<file path="src/rtl/u_seqdiv16_8_pkg.sv">
// ---------------------------------------------------------------------------
// u_seqdiv16_8_pkg
// Shared definitions for the sequential restoring divider.
//   N         : default divisor / remainder width (dividend and quotient are 2N)
//   CNT_W     : width of the step counter, clog2(2N)
//   state_t   : control FSM states IDLE / BUSY / DONE
//   cnt_width : counter width for an arbitrary N (used when N is overridden)
// ---------------------------------------------------------------------------
package u_seqdiv16_8_pkg;

  localparam int N     = 8;
  localparam int CNT_W = $clog2(2 * N);

  typedef enum logic [1:0] {
    IDLE = 2'd0,
    BUSY = 2'd1,
    DONE = 2'd2
  } state_t;

  // Number of bits needed to count 2n-1 down to 0.
  function automatic int cnt_width(input int n);
    return $clog2(2 * n);
  endfunction

endpackage

</file>
<file path="src/rtl/u_seqdiv16_8_csub_step.sv">
// ---------------------------------------------------------------------------
// Conditional-subtract step of the restoring divider, plus its leaf cells.
//
// fa        : full adder   (i_a, i_b, i_c) -> (o_s, o_co)
// ha        : half adder   (i_a, i_b)      -> (o_s, o_c)
// csub_step : one restoring step on an (N+1)-bit shifted partial remainder
//   i_pr      [N:0]   shifted partial remainder {pr, next dividend bit}
//   i_divisor [N-1:0] divisor
//   o_pr      [N-1:0] restored / reduced partial remainder
//   o_qbit            quotient bit (1 when i_pr >= i_divisor)
//
// The subtractor computes i_pr + ~{1'b0, i_divisor} + 1 with a ripple chain.
// A final carry of 1 means "no borrow", i.e. i_pr >= i_divisor.
// ---------------------------------------------------------------------------
module fa (
  input  logic i_a,
  input  logic i_b,
  input  logic i_c,
  output logic o_s,
  output logic o_co
);
  assign o_s  = i_a ^ i_b ^ i_c;
  assign o_co = (i_a & i_b) | (i_c & (i_a ^ i_b));
endmodule

module ha (
  input  logic i_a,
  input  logic i_b,
  output logic o_s,
  output logic o_c
);
  assign o_s = i_a ^ i_b;
  assign o_c = i_a & i_b;
endmodule

module csub_step
  import u_seqdiv16_8_pkg::*;
#(
  parameter int N = u_seqdiv16_8_pkg::N
) (
  input  logic [N:0]   i_pr,
  input  logic [N-1:0] i_divisor,
  output logic [N-1:0] o_pr,
  output logic         o_qbit
);

  logic [N:0]   w_carry;
  logic [N-1:0] w_diff;
  logic         w_top_s;
  logic         w_top_c;
  logic         w_no_borrow;

  // Carry-in of 1 completes the two's complement of the divisor.
  assign w_carry[0] = 1'b1;

  genvar gi;
  generate
    for (gi = 0; gi < N; gi++) begin : g_bit
      fa u_fa (
        .i_a  (i_pr[gi]),
        .i_b  (~i_divisor[gi]),
        .i_c  (w_carry[gi]),
        .o_s  (w_diff[gi]),
        .o_co (w_carry[gi+1])
      );
    end
  endgenerate

  // The top divisor bit is an implicit 0, so its complement is 1:
  // i_pr[N] + 1 + carry. Carry-out of that sum is (a^c) | (a&c). The sum bit
  // itself is not needed: a successful subtraction always leaves a value
  // below the divisor, which fits in N bits.
  ha u_ha (
    .i_a (i_pr[N]),
    .i_b (w_carry[N]),
    .o_s (w_top_s),
    .o_c (w_top_c)
  );

  assign w_no_borrow = w_top_s | w_top_c;

  // Restoring mux: keep the difference only when it did not go negative.
  always_comb begin
    o_qbit = w_no_borrow;
    if (w_no_borrow) begin
      o_pr = w_diff;
    end else begin
      o_pr = i_pr[N-1:0];
    end
  end

endmodule

</file>
<file path="src/rtl/u_seqdiv16_8.sv">
// ---------------------------------------------------------------------------
// u_seqdiv16_8 -- sequential restoring divider, 2N-bit dividend / N-bit divisor
//
// One quotient bit per BUSY cycle, MSB first; 2N BUSY cycles per division.
// Divide-by-zero bypasses BUSY and reports quotient all-ones,
// remainder = dividend[N-1:0], dbz = 1.
//
// Ports
//   clk        : clock, all state on the rising edge
//   rst_n      : synchronous active-low reset
//   in_valid   : operands valid          in_ready  : accepting (state IDLE)
//   dividend   : [2N-1:0] unsigned        divisor   : [N-1:0] unsigned
//   out_valid  : result valid (DONE)     out_ready : consumer takes result
//   quotient   : [2N-1:0]                remainder : [N-1:0]
//   dbz        : divide-by-zero flag, qualified by out_valid
// ---------------------------------------------------------------------------
module u_seqdiv16_8
  import u_seqdiv16_8_pkg::*;
#(
  parameter int N = u_seqdiv16_8_pkg::N
) (
  input  logic           clk,
  input  logic           rst_n,
  input  logic           in_valid,
  output logic           in_ready,
  input  logic [2*N-1:0] dividend,
  input  logic [N-1:0]   divisor,
  output logic           out_valid,
  input  logic           out_ready,
  output logic [2*N-1:0] quotient,
  output logic [N-1:0]   remainder,
  output logic           dbz
);

  localparam int DW = 2 * N;
  localparam int CW = cnt_width(N);

  state_t        r_state;
  state_t        w_state_nxt;

  logic [DW-1:0] r_dividend;
  logic [N-1:0]  r_divisor;
  logic [N-1:0]  r_pr;
  logic [CW-1:0] r_cnt;
  logic [DW-1:0] r_quot;
  logic [N-1:0]  r_rem;
  logic          r_dbz;

  logic          w_accept;
  logic          w_div_zero;
  logic          w_last_step;
  logic          w_retire;
  logic [N:0]    w_pr_shift;
  logic [N-1:0]  w_pr_step;
  logic          w_qbit;

  assign w_accept    = (r_state == IDLE) && in_valid;
  assign w_div_zero  = (divisor == '0);
  assign w_last_step = (r_cnt == '0);
  assign w_retire    = (r_state == DONE) && out_ready;

  // The counter doubles as the dividend bit index: it starts at 2N-1, so the
  // MSB is shifted in first and bit 0 on the final step.
  assign w_pr_shift = {r_pr, r_dividend[r_cnt]};

  csub_step #(
    .N (N)
  ) u_csub (
    .i_pr      (w_pr_shift),
    .i_divisor (r_divisor),
    .o_pr      (w_pr_step),
    .o_qbit    (w_qbit)
  );

  // FSM state register.
  always_ff @(posedge clk) begin
    if (!rst_n) begin
      r_state <= IDLE;
    end else begin
      r_state <= w_state_nxt;
    end
  end

  // FSM next-state logic.
  always_comb begin
    w_state_nxt = r_state;
    case (r_state)
      IDLE: begin
        if (w_accept) begin
          if (w_div_zero) begin
            w_state_nxt = DONE;
          end else begin
            w_state_nxt = BUSY;
          end
        end else begin
          w_state_nxt = IDLE;
        end
      end
      BUSY: begin
        if (w_last_step) begin
          w_state_nxt = DONE;
        end else begin
          w_state_nxt = BUSY;
        end
      end
      DONE: begin
        // Retiring returns to IDLE; a new accept can only follow a cycle later.
        if (w_retire) begin
          w_state_nxt = IDLE;
        end else begin
          w_state_nxt = DONE;
        end
      end
      default: begin
        w_state_nxt = IDLE;
      end
    endcase
  end

  // FSM outputs and result port drive (all sourced from registers).
  always_comb begin
    in_ready  = (r_state == IDLE);
    out_valid = (r_state == DONE);
    quotient  = r_quot;
    remainder = r_rem;
    dbz       = r_dbz;
  end

  // Datapath: operand capture, one restoring step per BUSY cycle, result hold.
  always_ff @(posedge clk) begin
    if (!rst_n) begin
      r_dividend <= '0;
      r_divisor  <= '0;
      r_pr       <= '0;
      r_cnt      <= '0;
      r_quot     <= '0;
      r_rem      <= '0;
      r_dbz      <= 1'b0;
    end else begin
      case (r_state)
        IDLE: begin
          if (w_accept) begin
            r_dividend <= dividend;
            r_divisor  <= divisor;
            r_pr       <= '0;
            r_cnt      <= CW'(DW - 1);
            if (w_div_zero) begin
              r_quot <= '1;
              r_rem  <= dividend[N-1:0];
              r_dbz  <= 1'b1;
            end else begin
              r_quot <= '0;
              r_rem  <= '0;
              r_dbz  <= 1'b0;
            end
          end else begin
            r_pr <= r_pr;
          end
        end
        BUSY: begin
          r_pr   <= w_pr_step;
          r_quot <= {r_quot[DW-2:0], w_qbit};
          r_cnt  <= r_cnt - CW'(1);
          if (w_last_step) begin
            r_rem <= w_pr_step;
          end else begin
            r_rem <= r_rem;
          end
        end
        DONE: begin
          // Results are held until retirement.
          r_rem <= r_rem;
        end
        default: begin
          r_pr <= '0;
        end
      endcase
    end
  end

endmodule

</file>
<file path="config.mk">
export PLATFORM = sky130hd
export DESIGN_NAME = u_seqdiv16_8
export DESIGN_NICKNAME = d
export VERILOG_FILES = /design/src/rtl/u_seqdiv16_8_pkg.sv /design/src/rtl/u_seqdiv16_8_csub_step.sv /design/src/rtl/u_seqdiv16_8.sv
export SDC_FILE = /design/constraint.sdc
export NUM_CORES = 1
export LEC_CHECK = 0
export ABC_AREA = 1
export BUFFER_PORTS_ARGS = -buffer_cell sky130_fd_sc_hd__buf_2
export CAP_MARGIN = 20
export CORE_MARGIN = 2
export CORE_UTILIZATION = 59
export CTS_CLUSTER_SIZE = 30
export DETAILED_ROUTE_END_ITERATION = 8
export HOLD_SLACK_MARGIN = 0.1
export PLACE_DENSITY = 0.86
export SKIP_LAST_GASP = 1
export SYNTH_ARGS = -nofsm -noshare
export SYNTH_HDL_FRONTEND = slang
export SYNTH_HIERARCHICAL = 1
export SYNTH_SLANG_ARGS = --single-unit
</file>
<file path="constraint.sdc">
create_clock -name clk -period 15.25 [get_ports clk]
set_input_delay 0.7625 -clock clk [delete_from_list [all_inputs] [get_ports clk]]
set_output_delay 0.7625 -clock clk [all_outputs]
set_load 0.005 [all_outputs]
</file>
==> results.md, run 1 <==
* Leak at 1.520 nW
* # hold bufs at CTS at 0
* Final min period at 5.573 ns
* Reg-to-Reg End: r_pr[6]$_SDFFE_PN0P_
* Share of layout cells above drive strength 1 at 19.56%
* Max IR drop VDD at 0.00007708 V
* Global-route wire length before repair at 12.36 mm
* Gr usage total at 26.56%
* Ant. Diodes at 0
* Port Buffers at 54
* Mapped Nets at 439
* Hold path cells at 2
* Reg clk slew, reported paths at 0.07 ns
* R2r setup slk at 9.68 ns
* Initial antenna violation count at 0
* Final setup fails at 0
* Syn avg cell area at 7.613 sq um
* Post-Layout Inst Area at 3490 sq um
* Postcts setup bufs at 0
* Peak Freq at 179.5 MHz
* Pwr Density at 125.6 nW/um^2
* Worst hold start: r_dividend[4]$_SDFFE_PN0P_
* Final period util at 36.54%
* CP max stage cell: fa_1
* Rel. slew slack at 50.79%
* Vias in the first global route at 2657
* Vias at 2827
* Max-slew violation count at 0
* Chip height at 75.94 um
* H-tree Lvls at 3
* Worst Setup Start Kind: flip-flop
* Vias per cell at 5.437
* Crit path cell chain: clkinv_1 > nand2_1 > nand3_1 > nand3_1 > nand3_1 > nand2_1 > fa_1 > fa_1 > fa_1 > fa_1 > fa_1 > fa_1 > fa_1 > fa_1 > ha_1 > nor2_8 > nand2_1 > nand2_1 > inv_1 > nor2_1 > inv_1 > a21oi_1
* Nets at 483
* Top cell type's share of synthesized area at 41.31%
* Clk_lat worst skew at 0.34 ns
* CTS Buf Count at 9
* Initial core utilization at 60.55%
* CP Data Arrival Time at 5.82 ns
* Clock Tree Buf Depth at 2
* TNS Setup at 0 ns
* Routed wire length at 7.104 mm
* # clock sinks at 63
* CP required at 15.50 ns
* Synth warnings at 6
* Fill cells at 416
* Worst R2R Start: r_cnt[0]$_SDFFE_PN0P_
* Placer congestion estimate at 0.9373
* Synth unique cells at 29
* R2r worst-path depth at 22
* Antenna Nets Post-Route at 0
* Most used cell, CP: fa_1
* Hold endpoint: r_dividend[4]$_SDFFE_PN0P_
* Placed cell area at 3278 sq um
* Unrepaired setup endpoints after global routing: false
* Top cell family by delay on the critical path: adder cells
* Core Rows at 26
* Synth area leaders: dfxtp_1 41%, a21oi_1 8.7%, inv_1 6.6%
* Die X at 75.94 um
* CP Class: flip-flop to flip-flop
* CTS tree: done
* Area growth, synth to finish at 14.30%
* CP bufs+invs at 3
* CTS root buf: clkbuf_8
* Post-synthesis register bit count at 63
* Post-DP HPWL at 4.884 mm
* Drt wl/cell at 13.66 um
* Seq/Total Area, Yosys at 41.31%
* Resize count post-CTS at 0
* Io pins at 55
* Largest net degree at the start of global routing at 57
* Final hold vios at 0
* Status: complete, no violations
* Mapped Cells at 401
* Die ar. at 5766 sq um
* Congestion Overflow GR at 0
* Crit Path Max Fanout at 11
* Worst Hold Class: flip-flop to flip-flop
* Pre-antenna DRT Iters at 4
* CP Capture Type: flip-flop
* Leading area contributor after synthesis: dfxtp_1
* Worst path max stage delay at 0.46 ns
* Core Area at 5042 sq um
* Worst-margin pin slew at 0.7337 ns
* Syn Std Cell Area at 3053 sq um
* Maxcap violations at 0
* Drt initial violations at 237
* Worst-case clock skew at 0.005276 ns
* Residual DRC count at 0
==> cells in the final DEF (no fill, tap or decap), drive strengths merged, types with 6 or more instances in the layout <==
cell,instances
nand2,55
nor2,44
clkinv,6
a22oi,16
inv,56
fa,8
nand3,30
a21oi,60
dfxtp,63
o21ai,39
clkbuf,9
buf,55
==> routing by layer <==
| metal | up-vias | track usage (%) | share of wire (%) |
|---|---|---|---|
| li1 | 1388 | - | - |
| met1 | 1333 | 31.75 | 42 |
| met2 | 88 | 45.18 | 50 |
| met3 | 18 | 7.143 | 5.9 |
| met4 | 0 | 11.27 | 2.4 |
| met5 | - | 0 | 0 |
==> per-stage QoR <==
stage	util (%)	power, mW	hold WS [ns]	instances	worst slack (ns)
3_3_place_gp	65.01	0.2811	0.4478	504	9.977
2_1_floorplan	-	0.2626	0.4244	401	10.18
3_5_place_dp	65.01	0.2842	0.4467	504	9.804
6_report	69.21	0.4383	0.4582	520	9.677
4_1_cts	69.21	0.4394	0.4564	520	9.730
5_1_grt	69.21	0.4659	0.4862	520	9.405
==> sequential cells by signal, summed over array words and instances (netlist names) <==
name,cells
remainder,8
r_pr,8
dbz,1
quotient,16
r_divisor,8
r_state,2
r_cnt,4
r_dividend,16
==> power by group <==
group	total (mW)	switching [mW]	internal, mW
logic	0.0962	0.0605	0.0357
registers	0.187	0.00912	0.177
clock network	0.156	0.0649	0.0907
==> Yosys cell counts, drive strengths merged <==
cell	count
buf	17
xnor2	1
clkinv	2
nand2	55
inv	56
a21oi	60
nor3	1
nor2	44
clkbuf	5
o21a	1
ha	2
dfxtp	63
nand3	30
a22oi	16
conb	1
fa	8
o21ai	39
==> logic make-up after synthesis <==
logic type | after synthesis | share of synthesized area (%)
and+or+nand+nor | 130 | 19.10
AOI/OAI and AO/OA | 116 | 21.39
buffers and inverters | 80 | 11.72
DFF | 63 | 41.31
adders and majority gates | 10 | 6.065
xor gates and xnor gates | 1 | 0.2869
other | 1 | 0.1228
==> worst max-delay path by stage <==
| stage | from | to | slack, ns | cells after the start |
|---|---|---|---|---|
| after floorplan | r_cnt[0]$_SDFFE_PN0P_ | r_pr[2]$_SDFFE_PN0P_ | 10.18 | 23 |
| after detailed placement | r_cnt[0]$_SDFFE_PN0P_ | r_pr[6]$_SDFFE_PN0P_ | 9.80 | 22 |
| after global routing | r_cnt[0]$_SDFFE_PN0P_ | r_pr[6]$_SDFFE_PN0P_ | 9.41 | 22 |
| after global placement | r_cnt[0]$_SDFFE_PN0P_ | r_pr[2]$_SDFFE_PN0P_ | 9.98 | 22 |
| final | r_cnt[0]$_SDFFE_PN0P_ | r_pr[6]$_SDFFE_PN0P_ | 9.68 | 22 |
| after CTS | r_cnt[0]$_SDFFE_PN0P_ | r_pr[6]$_SDFFE_PN0P_ | 9.73 | 22 |
==> area by class of cell <==
cell class / count / area, sq um / share of cell area (%)
inverter: 58 / 217.7 / 6.239
tap: 70 / 87.58 / 2.510
timing repair buffer: 55 / 277.8 / 7.960
clock buffer: 9 / 123.9 / 3.550
sequential: 63 / 1261 / 36.14
multi-input combinational: 258 / 1434 / 41.09
clock inverter: 7 / 87.58 / 2.510
==> worst min-delay path, delay by kind of cell, from the launching register on <==
| kind | cells | cell delay, ns |
|---|---|---|
| AOI/OAI and AO/OA | 1 | 0.06 |
| buffers and inverters | 1 | 0.06 |
| DFF | 1 | 0.30 |
Note: power is estimated with default switching activity, not from simulation.
==> run 2: changes to the inputs <==
- CORE_UTILIZATION: 59 -> 50
- PLACE_DENSITY: 0.86 -> 0.78
- clock period: 15.25 -> 4.74 ns (I/O delays scaled with it)
==> run 2 against run 1 <==
Against the previous run:
- the run now ends with setup timing left
- worst hold slack got worse by 0.30 ns
- count of clock-buffer cells in the layout unchanged
- sequential share of layout area fell by 3.3 points
- core utilization is 4.1 points lower
- non-clock buffer count grew 24
- combinational power rose to 4.5 times the previous value
- largest cell class unchanged
==> results.md, run 2 (synthesis results as in run 1) <==
* Unrepaired setup endpoints after global routing: true
* Share of layout cells above drive strength 1 at 32.42%
* Antenna Nets Post-Route at 0
* Placed cell area at 3445 sq um
* Rel. slew slack at 45.59%
* CP Capture Type: flip-flop
* Core Area at 5921 sq um
* Most frequent cells in the layout: 62 x dfxtp_1, 54 x inv_1, 54 x buf_2
* Max IR drop VDD at 0.0003588 V
* Hold slack at 0.1597 ns
* Crit Path Max Fanout at 7
* Maxcap violations at 0
* Commonest non-fill, non-tap cell in the layout: dfxtp_1
* Nets at 508
* R2r setup slk at -0.14 ns
* Post-place setup slack at -0.4029 ns
* Vias at 2928
* TNS Setup at -1.367 ns
* Clock Tree Buf Depth at 2
* Core Rows at 28
* CTS tree: done
* Final period util at 102.9%
* Residual DRC count at 0
* Worst Setup Start Kind: flip-flop
* Chip height at 82.14 um
* Worst path max stage delay at 0.40 ns
* Vias in the first global route at 2671
* Final hold vios at 0
* CP max stage cell: fa_2
* Reg clk slew, reported paths at 0.07 ns
* Final setup fails at 17
* Die ar. at 6747 sq um
* Drt initial violations at 236
* Leak at 1.649 nW
* CP Class: flip-flop to flip-flop
* Largest net degree at the start of global routing at 57
* CTS root buf: clkbuf_8
* Peak Freq at 205.0 MHz
* Gr usage total at 23.77%
* H-tree Lvls at 3
* Ant. Diodes at 0
* Io pins at 55
* # clock sinks at 63
* Post-Layout Inst Area at 3855 sq um
* Dpl cells at 527
* CP Data Arrival Time at 5.11 ns
* CP bufs+invs at 3
* Worst-margin pin slew at 0.8112 ns
* Setup WS post-layout at -0.1371 ns
* Placer congestion estimate at 0.9346
* CP required at 4.98 ns
* Initial core utilization at 51.56%
* Fin util at 65.11%
* Most used cell, CP: fa_2
* Port Buffers at 54
* Drt wl/cell at 14.39 um
* Clk_lat worst skew at 0.35 ns
* CTS Buf Count at 9
* Routed wire length at 7.914 mm
* Post-route insts no fill at 550
* Power consumption at 1.556 mW
* Vias per cell at 5.324
* Worst Hold Class: input port to flip-flop
* Top cell family by delay on the critical path: adder cells
* Area growth, synth to finish at 26.27%
* Die X at 82.14 um
* Pwr Density at 403.8 nW/um^2
* Global-route wire length before repair at 12.03 mm
* Worst-case clock skew at 0.008932 ns
* Final min period at 4.877 ns
* Pre-antenna DRT Iters at 5
* Initial antenna violation count at 0
* Max-slew violation count at 0
* Failing checks: setup timing
* Status: finished, violations left
* Crit path cell chain: buf_6 > nand2_2 > nand3_2 > nand3_2 > nand3_2 > nand2_2 > fa_2 > fa_2 > fa_2 > fa_2 > fa_2 > fa_2 > fa_2 > fa_2 > ha_4 > buf_6 > o21ai_2 > nand2_1 > inv_1 > nor2_2 > a21oi_2 > a21oi_2
* Post-DP HPWL at 4.978 mm
* Congestion Overflow GR at 0
## run 2: changes by cell type in the layout (fill, tap and decap cells not counted), sizes merged
cell / before / now
inv: 56 / 57
nor2: 44 / 45
buf: 55 / 79
clkinv: 6 / 4
clkinvlp: 1 / 2
## run 2: path summary, 6_finish.rpt
kind,from,end,cells past startpoint
worst max-delay path,r_cnt[0]$_SDFFE_PN0P_,remainder[5]$_SDFFE_PN0P_,22
worst min-delay path,dividend[11],r_dividend[11]$_SDFFE_PN0P_,3
worst min register to register,r_dividend[10]$_SDFFE_PN0P_,r_dividend[10]$_SDFFE_PN0P_,2
worst max register to register,r_cnt[0]$_SDFFE_PN0P_,remainder[5]$_SDFFE_PN0P_,22
## run 2: where the power goes
group	internal, mW	switching, mW	total (mW)
logic	0.188	0.249	0.436
clock network	0.296	0.226	0.522
registers	0.571	0.0269	0.598
total	1.06	0.501	1.56
## run 2: repair_timing
action | CTS | global route
resized for setup | 8 | 35
buffers inserted | 0 | 6
hold buffers | 0 | 0
setup endpoints to repair | 17 | 17
hold endpoints to repair | 0 | 0
pin swaps | 1 | 13
gates cloned | 0 | 1
## run 2: worst min-delay path: stages
cell and delay, ns:
buf_2 0.07, o21ai_0 0.08, nor2_1 0.08
## run 2: final cells by class
cell class / count / area (sq um)
repair buffers: 79 / 469.2
inverters: 58 / 220.2
clock buffers: 9 / 123.9
clock inverters: 7 / 97.59
well taps: 75 / 93.84
fillers: 483 / 2066
multi-input cells: 259 / 1585
flip-flops and latches: 63 / 1265
## run 2: metal layers
metal  wire (um)  vias up  track usage [%]
met2        4030       75            40.16
met4          87        0            7.167
met1        3365     1397            29.24
met3         430       13            7.174
li1            -     1443                -
met5           0        -                0
